==> src/rtl/imem_loader.sv <==
// Boot loader: streams a byte-wide program image into fetch-stage IMem,
// holding the core while loading and pulsing core_rst when finished.
module imem_loader #(
  parameter int WORDS_MAX = 256,
  parameter int CNT_W     = 16
) (
  input  logic        CLK,
  input  logic        RST,
  input  logic        start,
  input  logic        in_valid,
  input  logic [7:0]  in_data,
  output logic        in_ready,
  output logic        load_active,
  output logic [31:0] if_newPC,
  output logic        if_we,
  output logic [31:0] if_wins,
  output logic        core_hold,
  output logic        core_rst,
  output logic        done,
  output logic        err
);

  typedef enum logic [2:0] {
    S_IDLE,
    S_HDR_HI,
    S_HDR_LO,
    S_BYTE,
    S_ADDR,
    S_WRITE,
    S_FINISH,
    S_ERR
  } state_t;

  state_t           state_q, state_d;
  logic [CNT_W-1:0] cnt_q, cnt_d;
  logic [CNT_W-1:0] word_cnt_q, word_cnt_d;
  logic [1:0]       byte_cnt_q, byte_cnt_d;
  logic [31:0]      pc_q, pc_d;
  logic [31:0]      wins_q, wins_d;
  logic             we_q, we_d;
  logic             crst_q, crst_d;
  logic             done_q, done_d;
  logic             err_q, err_d;
  logic             acc;
  logic [CNT_W-1:0] hdr;
  logic [CNT_W-1:0] word_nxt;

  assign in_ready = (state_q == S_HDR_HI) ||
                    (state_q == S_HDR_LO) ||
                    (state_q == S_BYTE);
  assign load_active = (state_q != S_IDLE);
  assign core_hold   = (state_q != S_IDLE);
  assign if_newPC    = pc_q;
  assign if_we       = we_q;
  assign if_wins     = wins_q;
  assign core_rst    = crst_q;
  assign done        = done_q;
  assign err         = err_q;

  assign acc      = in_valid && in_ready;
  assign hdr      = {cnt_q[CNT_W-1:8], in_data};
  assign word_nxt = word_cnt_q + CNT_W'(1);

  always_comb begin
    state_d    = state_q;
    cnt_d      = cnt_q;
    word_cnt_d = word_cnt_q;
    byte_cnt_d = byte_cnt_q;
    pc_d       = pc_q;
    wins_d     = wins_q;
    we_d       = 1'b0;
    crst_d     = 1'b0;
    done_d     = 1'b0;
    err_d      = err_q;
    unique case (state_q)
      S_IDLE: begin
        if (start) begin
          state_d    = S_HDR_HI;
          err_d      = 1'b0;
          word_cnt_d = '0;
          byte_cnt_d = '0;
        end
      end
      S_HDR_HI: begin
        if (acc) begin
          cnt_d[CNT_W-1:8] = (CNT_W-8)'(in_data);
          state_d          = S_HDR_LO;
        end
      end
      S_HDR_LO: begin
        if (acc) begin
          cnt_d[7:0] = in_data;
          if (hdr == '0) begin
            state_d = S_FINISH;
            crst_d  = 1'b1;
            done_d  = 1'b1;
          end else if (hdr > CNT_W'(WORDS_MAX)) begin
            state_d = S_ERR;
            crst_d  = 1'b1;
            err_d   = 1'b1;
          end else begin
            state_d    = S_BYTE;
            byte_cnt_d = '0;
          end
        end
      end
      S_BYTE: begin
        if (acc) begin
          // big-endian: first byte shifts up to [31:24]
          wins_d     = {wins_q[23:0], in_data};
          byte_cnt_d = byte_cnt_q + 2'd1;
          if (byte_cnt_q == 2'd3) begin
            state_d = S_ADDR;
            pc_d    = 32'(word_cnt_q) << 2;
          end
        end
      end
      S_ADDR: begin
        state_d = S_WRITE;
        we_d    = 1'b1;
      end
      S_WRITE: begin
        word_cnt_d = word_nxt;
        byte_cnt_d = '0;
        if (word_nxt == cnt_q) begin
          state_d = S_FINISH;
          crst_d  = 1'b1;
          done_d  = 1'b1;
        end else begin
          state_d = S_BYTE;
        end
      end
      S_FINISH: state_d = S_IDLE;
      S_ERR:    state_d = S_IDLE;
      default:  state_d = S_IDLE;
    endcase
  end

  always_ff @(posedge CLK) begin
    if (!RST) begin
      state_q    <= S_IDLE;
      cnt_q      <= '0;
      word_cnt_q <= '0;
      byte_cnt_q <= '0;
      pc_q       <= '0;
      wins_q     <= '0;
      we_q       <= 1'b0;
      crst_q     <= 1'b0;
      done_q     <= 1'b0;
      err_q      <= 1'b0;
    end else begin
      state_q    <= state_d;
      cnt_q      <= cnt_d;
      word_cnt_q <= word_cnt_d;
      byte_cnt_q <= byte_cnt_d;
      pc_q       <= pc_d;
      wins_q     <= wins_d;
      we_q       <= we_d;
      crst_q     <= crst_d;
      done_q     <= done_d;
      err_q      <= err_d;
    end
  end

endmodule

==> config.mk <==
export PLATFORM = sky130hd
export DESIGN_NAME = imem_loader
export DESIGN_NICKNAME = d
export VERILOG_FILES = /design/src/rtl/imem_loader.sv
export SDC_FILE = /design/constraint.sdc
export NUM_CORES = 1
export LEC_CHECK = 0
export ABC_AREA = 1
export BUFFER_PORTS_ARGS = -buffer_cell sky130_fd_sc_hd__buf_2
export CAP_MARGIN = 5
export CORE_ASPECT_RATIO = 1.4
export CORE_MARGIN = 3
export CORE_UTILIZATION = 48
export DETAILED_ROUTE_END_ITERATION = 10
export PLACE_DENSITY = 0.7
export RECOVER_POWER = 25
export SLEW_MARGIN = 20
export SYNTH_ARGS = -nofsm -noshare
export SYNTH_HDL_FRONTEND = slang
export SYNTH_SLANG_ARGS = --single-unit
==> constraint.sdc <==
create_clock -name CLK -period 2.7 [get_ports CLK]
set_clock_uncertainty 0.15 [all_clocks]
set_input_delay 0.405 -clock CLK [delete_from_list [all_inputs] [get_ports CLK]]
set_output_delay 0.405 -clock CLK [all_outputs]
set_load 0.1 [all_outputs]
==> results.json <==
{
  "grt_pass1_vias": 3664,
  "yosysMostFrequentCell": "nand2_1",
  "final-setup-viol-count": 0,
  "clk_pin_slew_ns": 0.07,
  "cp_slowest_stage_delay_ns": 0.87,
  "fin_crit_sh": 0.7878,
  "crit_chain": "clkbuf_1",
  "drtPass1Iterations": 4,
  "cts.repair.resized": 0,
  "num_vias": 3841,
  "syn_avg_cell_area_um2": 6.912,
  "num_antenna_cells": 0,
  "setup_ws_ns": 0.5730,
  "synth_area_leaders": "dfxtp_1 43%, nand2_1 11%, nor2_1 8.3%",
  "dieHeight_um": 115.9,
  "clk_path_buf_depth": 2,
  "synth_top_area_cell": "dfxtp_1",
  "grt_usage": 0.2140,
  "rsz0062_at_grt": "no",
  "maxSlewViolCount": 0,
  "relSlewSlack": 0.2213,
  "drc": 0,
  "port-buffer-count": 66,
  "numCtsBuffers": 9,
  "synth_cells": 599,
  "grt_first_pass_wirelength_mm": 16.93,
  "ys_ff_latch": 89,
  "hold_violations": 0,
  "ys_top_cells_by_count": "118 x nand2_1, 92 x nor2_1, 89 x dfxtp_1, 68 x o21ai_0, 58 x a21oi_1",
  "path_buf_inv": 1,
  "power_density_nw_per_um2": 944.6,
  "overflow": 0,
  "nNetsFinal": 670,
  "gp_congestion": 0.8676,
  "dp_hpwl_mm": 7.151,
  "routed_wl_mm": 9.929,
  "finalCriticalPeriod_ns": 2.127,
  "areaGrowthSynthToFinish_pct": 13.84,
  "htree_levels": 3,
  "min_path_type": "in2reg",
  "cpLargestDelayFamily": "buffers and inverters",
  "dieArea_um2": 9792,
  "antenna_found_initial": 0,
  "wl_per_cell_um": 13.01,
  "yosysUniqueCellTypes": 33,
  "worst_pin_slew_ns": 1.173,
  "cp.arrival_ns": 1.57,
  "ctsHoldBuffers": 0,
  "worst_setup_path_start_kind": "register",
  "synth_ff_type": "dfxtp_1",
  "tritoncts": "built",
  "core_area_um2": 8295,
  "crit_fanout": 3,
  "via_per_inst": 5.034,
  "vdd_drop_max_mv": 0.6137,
  "cp.required_ns": 2.14,
  "yosysWarnings": 0,
  "p_leak_nw": 2.100,
  "clk_latency_ns": 0.35,
  "fin_setup_tns_ns": 0,
  "crit_type": "reg2out",
  "rows": 39,
  "post-place-ws_ns": 0.6225,
  "dr.first_iter.drc_count": 267,
  "maxCapViolations": 0,
  "clock-sinks": 89,
  "layout-drive-gt1-share": 0.1104,
  "fin_util": 0.5682,
  "ioPinCount": 83,
  "ant_nets": 0,
  "outcome": "completed",
  "cts_root_buf": "clkbuf_16",
  "grt_max_degree": 69,
  "max_freq_mhz": 470.1,
  "synth_edf_count": 0,
  "power.total_mw": 4.452,
  "placed_cell_area_um2": 4467,
  "netlist.area_leader.share": 0.4303,
  "netlist_area_um2": 4140,
  "initial_core_util": 0.4991,
  "end_kind": "primary output",
  "post_cts_buffers": 0,
  "design_area_um2": 4713,
  "r2r_slack_ns": 0.64,
  "chipWidth_um": 84.49,
  "slowest_stage": "clkbuf_1",
  "seq_area_frac_synth": 0.4303,
  "synthArstFlopShare": 0
}
==> area by class of cell <==
type,count,area (µm²)
clock buffer,10,239.0
clock inverter,6,50.05
fill,843,3582
inverter,54,202.7
multi-input combinational,431,1987
sequential,89,1782
tap,102,127.6
timing repair buffer,71,325.3
==> power breakdown <==
| part | internal [mW] | total [mW] | switching [mW] |
|---|---|---|---|
| clock network | 0.658 | 1.21 | 0.550 |
| registers | 1.45 | 1.54 | 0.0933 |
| logic | 0.320 | 1.70 | 1.38 |
| total | 2.43 | 4.45 | 2.03 |
==> sequential cells by signal, indices dropped and copies added (netlist names) <==
signal / flops
if_we: 1
state_q: 3
cnt_q: 16
err: 1
word_cnt_q: 16
byte_cnt_q: 2
if_wins: 32
done: 1
if_newPC: 16
core_rst: 1
==> stage by stage <==
stage | instances | hold WS (ns)
finish | 763 | 0.1825
global placement | 747 | 0.3008
floorplan | 614 | 0.2907
global route | 763 | 0.2063
detailed placement | 747 | 0.3094
CTS | 763 | 0.1806
==> worst paths after layout <==
check,endpoint,depth (start not counted),startpoint
max,if_wins[14],1,if_wins[14]$_SDFFE_PN0P_
min,if_wins[6]$_SDFFE_PN0P_,3,in_data[6]
max reg2reg,core_rst$_SDFF_PN0_,13,word_cnt_q[0]$_SDFFE_PN0P_
min reg2reg,err$_SDFFE_PN0P_,2,err$_SDFFE_PN0P_
==> logic make-up (layout without fill, tap and decap cells) <==
| group | after synthesis | in the layout | share of synthesized area |
|---|---|---|---|
| AOI/OAI and AO/OA | 131 | 131 | 0.1614 |
| xor gates and xnor gates | 3 | 3 | 0.006347 |
| adders and majority gates | 2 | 2 | 0.006043 |
| buffers and inverters | 94 | 141 | 0.1034 |
| DFF | 89 | 89 | 0.4303 |
| other | 1 | 16 | 0.0009057 |
| and+or+nand+nor | 279 | 279 | 0.2916 |
==> placed cells by master (no fill, tap or decap), drive strengths merged, types with 11 or more instances in the layout <==
cell type    n
nand4       11
buf         39
nor2       101
conb        16
nand2      122
o21ai       70
clkbuf      42
dfxtp       89
nand3       38
a21oi       58
inv         56
==> metal layers <==
layer / up-vias / share of wire / GRT usage
met5: - / 0 / 0
li1: 2023 / - / -
met4: 0 / 0.023 / 0.08870
met2: 107 / 0.47 / 0.3576
met1: 1693 / 0.44 / 0.2548
met3: 18 / 0.062 / 0.06757
Power figures use the tool's default switching activity.
